File: src/rtl/blk_search_scheduler.sv
// Block-matching search scheduler: walks every (vertical, horizontal) search offset of each
// block in a frame, handshaking candidates to the matching datapath one per cycle.
module blk_search_scheduler #(
    parameter int unsigned SRCH_OFF_W = 48,
    parameter int unsigned SRCH_OFF_H = 1,
    parameter int unsigned NUM_BLKS   = 1200
) (
    input  logic        clk,
    input  logic        reset,
    input  logic        start_i,
    input  logic        abort_i,
    input  logic        blk_ready_i,
    input  logic        issue_ready_i,
    output logic        issue_valid_o,
    output logic [15:0] coords_o,
    output logic [15:0] blk_index_o,
    output logic        last_coord_o,
    output logic        blk_done_o,
    output logic        frame_done_o,
    output logic        busy_o
);

    localparam logic [7:0]  HMax   = 8'(SRCH_OFF_W - 1);
    localparam logic [7:0]  VMax   = 8'(SRCH_OFF_H - 1);
    localparam logic [15:0] BlkMax = 16'(NUM_BLKS - 1);

    typedef enum logic [1:0] {StIdle, StWaitBlk, StIssue, StDone} state_e;

    state_e      state_q, state_d;
    logic [7:0]  h_q, h_d;
    logic [7:0]  v_q, v_d;
    logic [15:0] blk_q, blk_d;
    logic        blk_done_q, blk_done_d;

    logic        last_hit;
    logic        accept;

    assign last_hit = (h_q == HMax) && (v_q == VMax);
    // Abort wins over a handshake that completes in the same cycle.
    assign accept   = issue_valid_o && issue_ready_i && !abort_i;

    always_ff @(posedge clk) begin
        if (reset) begin
            state_q <= StIdle;
        end else begin
            state_q <= state_d;
        end
    end

    always_comb begin
        state_d = state_q;
        if (abort_i) begin
            state_d = StIdle;
        end else begin
            case (state_q)
                StIdle:    if (start_i) state_d = StWaitBlk;
                StWaitBlk: if (blk_ready_i) state_d = StIssue;
                StIssue: begin
                    if (accept && last_hit) begin
                        state_d = (blk_q == BlkMax) ? StDone : StWaitBlk;
                    end
                end
                StDone:    state_d = StIdle;
                default:   state_d = StIdle;
            endcase
        end
    end

    always_comb begin
        h_d        = h_q;
        v_d        = v_q;
        blk_d      = blk_q;
        blk_done_d = 1'b0;
        if (abort_i) begin
            h_d = 8'd0;
            v_d = 8'd0;
        end else if (state_q == StIdle && start_i) begin
            h_d   = 8'd0;
            v_d   = 8'd0;
            blk_d = 16'd0;
        end else if (accept) begin
            if (h_q == HMax) begin
                h_d = 8'd0;
                v_d = last_hit ? 8'd0 : v_q + 8'd1;
            end else begin
                h_d = h_q + 8'd1;
            end
            if (last_hit) begin
                blk_done_d = 1'b1;
                if (blk_q != BlkMax) blk_d = blk_q + 16'd1;
            end
        end
    end

    always_ff @(posedge clk) begin
        if (reset) begin
            h_q        <= 8'd0;
            v_q        <= 8'd0;
            blk_q      <= 16'd0;
            blk_done_q <= 1'b0;
        end else begin
            h_q        <= h_d;
            v_q        <= v_d;
            blk_q      <= blk_d;
            blk_done_q <= blk_done_d;
        end
    end

    // Outputs are forced low combinationally so reset overrides them within its own cycle.
    always_comb begin
        issue_valid_o = 1'b0;
        coords_o      = 16'd0;
        blk_index_o   = 16'd0;
        last_coord_o  = 1'b0;
        blk_done_o    = 1'b0;
        frame_done_o  = 1'b0;
        busy_o        = 1'b0;
        if (!reset) begin
            issue_valid_o = (state_q == StIssue);
            coords_o      = {v_q, h_q};
            blk_index_o   = blk_q;
            last_coord_o  = (state_q == StIssue) && last_hit;
            blk_done_o    = blk_done_q;
            frame_done_o  = (state_q == StDone) && !abort_i;
            busy_o        = (state_q != StIdle);
        end
    end

endmodule

File: config.mk
export PLATFORM = sky130hd
export DESIGN_NAME = blk_search_scheduler
export DESIGN_NICKNAME = d
export VERILOG_FILES = /design/src/rtl/blk_search_scheduler.sv
export SDC_FILE = /design/constraint.sdc
export NUM_CORES = 1
export LEC_CHECK = 0
export ABC_AREA = 1
export CAP_MARGIN = 20
export CORE_UTILIZATION = 70
export CTS_BUF_LIST = sky130_fd_sc_hd__clkbuf_8
export DETAILED_ROUTE_END_ITERATION = 8
export DONT_BUFFER_PORTS = 1
export GPL_TIMING_DRIVEN = 0
export PLACE_DENSITY = 0.87
export SYNTH_ARGS = -nofsm -noshare
export SYNTH_HDL_FRONTEND = slang
export SYNTH_SLANG_ARGS = --single-unit
File: constraint.sdc
create_clock -name clk -period 3.2 [get_ports clk]
set_input_delay 0.48 -clock clk [delete_from_list [all_inputs] [get_ports clk]]
set_output_delay 0.48 -clock clk [all_outputs]
set_load 0.02 [all_outputs]
==> run metrics <==
final hold vios 0; design area 2450 um2; Worst EP required 2720 ps; PortBufs 0; Cell Area, Placed 2380 um2; Crit Path Class flip-flop to primary output; largest fanout on the critical path 5; H-tree lvl count 2; part of the Yosys area used for sequential elements 30.2%; share of layout cells above drive strength 1 6.70%; Placer Congestion 0.951; largest net degree at the start of global routing 11; # Post-CTS Setup Buffers 0; clk sinks 35; # resized after CTS 0; setup ws final 887 ps; Inserted Diodes 0; CTS Hold Bufs 0; critical path launch point type flip-flop; CTS buffer count 5; Setup-failing EPs final 0; ANT nets after route 0; number of global-route vias before repair 2043; Initial Util 74.8%; post-synthesis cell count 397; Flop pwr share 54.6%; worst rel slew slack 50.3%; crit path from h_q[0]$_SDFFE_PP0N_; Max-cap violations 0; Final TNS setup 0 ps; CTS tree built; Int Pwr 0.603 mW; synth-to-layout area growth 5.50%; Setup Skew 6.81 ps; hold slack 405 ps; RSZ-0062 raised after global routing no; first-pass GRT wire length 8620 um; pre-CTS setup slack 1220 ps; clock share of power 36.2%; WL/cell 12.5 um; Die Wd 59.6 um; Worst EP arrival 1830 ps; Avg Inst Size Synth 5.85 um2; clock slew seen by the registers of the worst setup and hold paths 70 ps; Syn Nets 407; grt total ovfl 0; largest stage delay on the critical path 580 ps; Worst path slowest cell nor3_1; status completed; Die H 59.6 um; fin crit period 2310 ps; routed vias 2450; WL final 5590 um; Site Rows 20; CTS root buffer clkbuf_8; Worst Hold Class input pin to flip-flop; worst slew pin tran 739 ps; yosys warns 0; HP Start blk_ready_i; Sw Share 26.4%; # IOs 43; Unique masters post-synth 30; initial antenna violation count 0; area of the mapped netlist 2320 um2; worst skew pair latency 290 ps; CTS max path bufs 2; PwrDens 335 nW/um2; Yosys reg bits 35; number of iterations in the first detailed-routing pass 5; DR DRC count 0; DR iter-0 viols 220; fin crit share 72.3%; endpoint type of the worst setup path primary output; dpl hpwl 4140 um; CORE AREA 3100 um2; vias per cell 5.48; Layout Nets 414; net switching power 0.216 mW; Lkg Pwr 0.954 nW; Max Freq 432 MHz; Total GRT Usage 33.1%; fin. max-slew vios 0; combinational power share 9.1%; reg-to-reg critical path startpoint blk_q[0]$_SDFFE_PP0P_; VDD IR max 296 uV; Die ar. 3550 um2; CP cell instances ha_1 -> nand3_1 -> nor2_2 -> nand2_2 -> nor3_1
[worst paths after layout]
kind	slack, ps	endpoint	cells past startpoint
worst max-delay path	890	last_coord_o	5
worst max register to register	1170	blk_q[10]$_SDFFE_PP0P_	11
worst min register to register	500	h_q[1]$_SDFFE_PP0N_	2
worst min-delay path	410	state_q[0]$_SDFFE_PP0P_	3
[layout by cell type, fill, tap and decap left out, drive strengths merged]
master and count:
clkbuf 6, a21oi 16, buf 10, nor3 16, o22ai 2, nand3b 2
a2bb2oi 1, nor3b 3, inv 57, o21a 1, nand3 23, xor2 3
or2 1, nand2 97, nor2 112, a211oi 1, dfxtp 35, nand4 4
ha 4, o21ai 9
[power groups by stage]
stage	Clock, mW	Combinational, mW	Sequential, mW
6_report	0.297	0.0748	0.448
5_1_grt	0.313	0.0827	0.449
4_1_cts	0.297	0.0745	0.448
3_5_place_dp	0	0.0743	0.458
3_3_place_gp	0	0.0722	0.457
2_1_floorplan	0	0.0578	0.456
[state kept, by name (all words and copies together), names as in the netlist]
| register | count |
|---|---|
| blk_q | 16 |
| blk_done_q | 1 |
| h_q | 8 |
| state_q | 2 |
| v_q | 8 |
[kinds of logic (layout without fill, tap and decap cells)]
kind of cell / Yosys count / after routing / synth area share (%)
DFF: 35 / 35 / 30.2
and+or+nand+nor: 258 / 258 / 47.5
AOI/OAI and AO/OA: 30 / 30 / 6.95
adders and majority gates: 4 / 4 / 2.16
xor gates and xnor gates: 3 / 3 / 1.13
buffers and inverters: 67 / 73 / 12.1
[stage by stage]
stage,utilization (%),instances,power (mW)
6_report,79.0,447,0.820
5_1_grt,79.0,447,0.845
4_1_cts,79.0,447,0.819
3_5_place_dp,76.6,441,0.532
3_3_place_gp,76.6,441,0.530
2_1_floorplan,-,397,0.514
[metal layers]
layer	vias to the layer above	global-route usage (%)	part of all wire, %
met1	1095	34.5	40
met2	103	61.0	50
met5	-	0	0
met3	14	9.83	7.4
li1	1238	-	-
met4	0	14.3	2.6
[cell type report]
class,count,area (um2)
fill,270,653
tap,44,55.1
multi-input combinational,295,1340
clock inverter,1,3.75
buffer,11,70.1
sequential,35,701
clock buffer,5,68.8
inverter,56,210
[synthesized netlist by cell type]
master     count  area, um2
ha_1           4       50.1
nor2_1       105        394
o21ai_0        6       30.0
o21ai_1        3       15.0
buf_2          2       10.0
xor2_1         3       26.3
nand2_1       92        345
nand3_2        1       10.0
a21oi_1       16       80.1
nand3_1       22        110
or2_2          1       6.26
nor3_1        15       75.1
o22ai_1        2       12.5
nand3b_1       2       15.0
nand4_1        4       25.0
buf_6          3       33.8
nor3b_1        3       22.5
a211oi_1       1       7.51
buf_4          1       7.51
nor2_2         4       25.0
nor2_4         3       33.8
o21a_1         1       7.51
nor3_2         1       10.0
inv_2          1       3.75
nand2_2        5       31.3
buf_1          4       15.0
a2bb2oi_1      1       8.76
dfxtp_1       35        701
clkbuf_1       1       3.75
inv_1         55        206
[critical path: cells and delay by family, from the launching register on]
| family | cells | cell delay (ps) |
|---|---|---|
| fa+ha+maj | 1 | 220 |
| flops | 1 | 380 |
| simple gates | 4 | 950 |
Power figures use the tool's default switching activity.
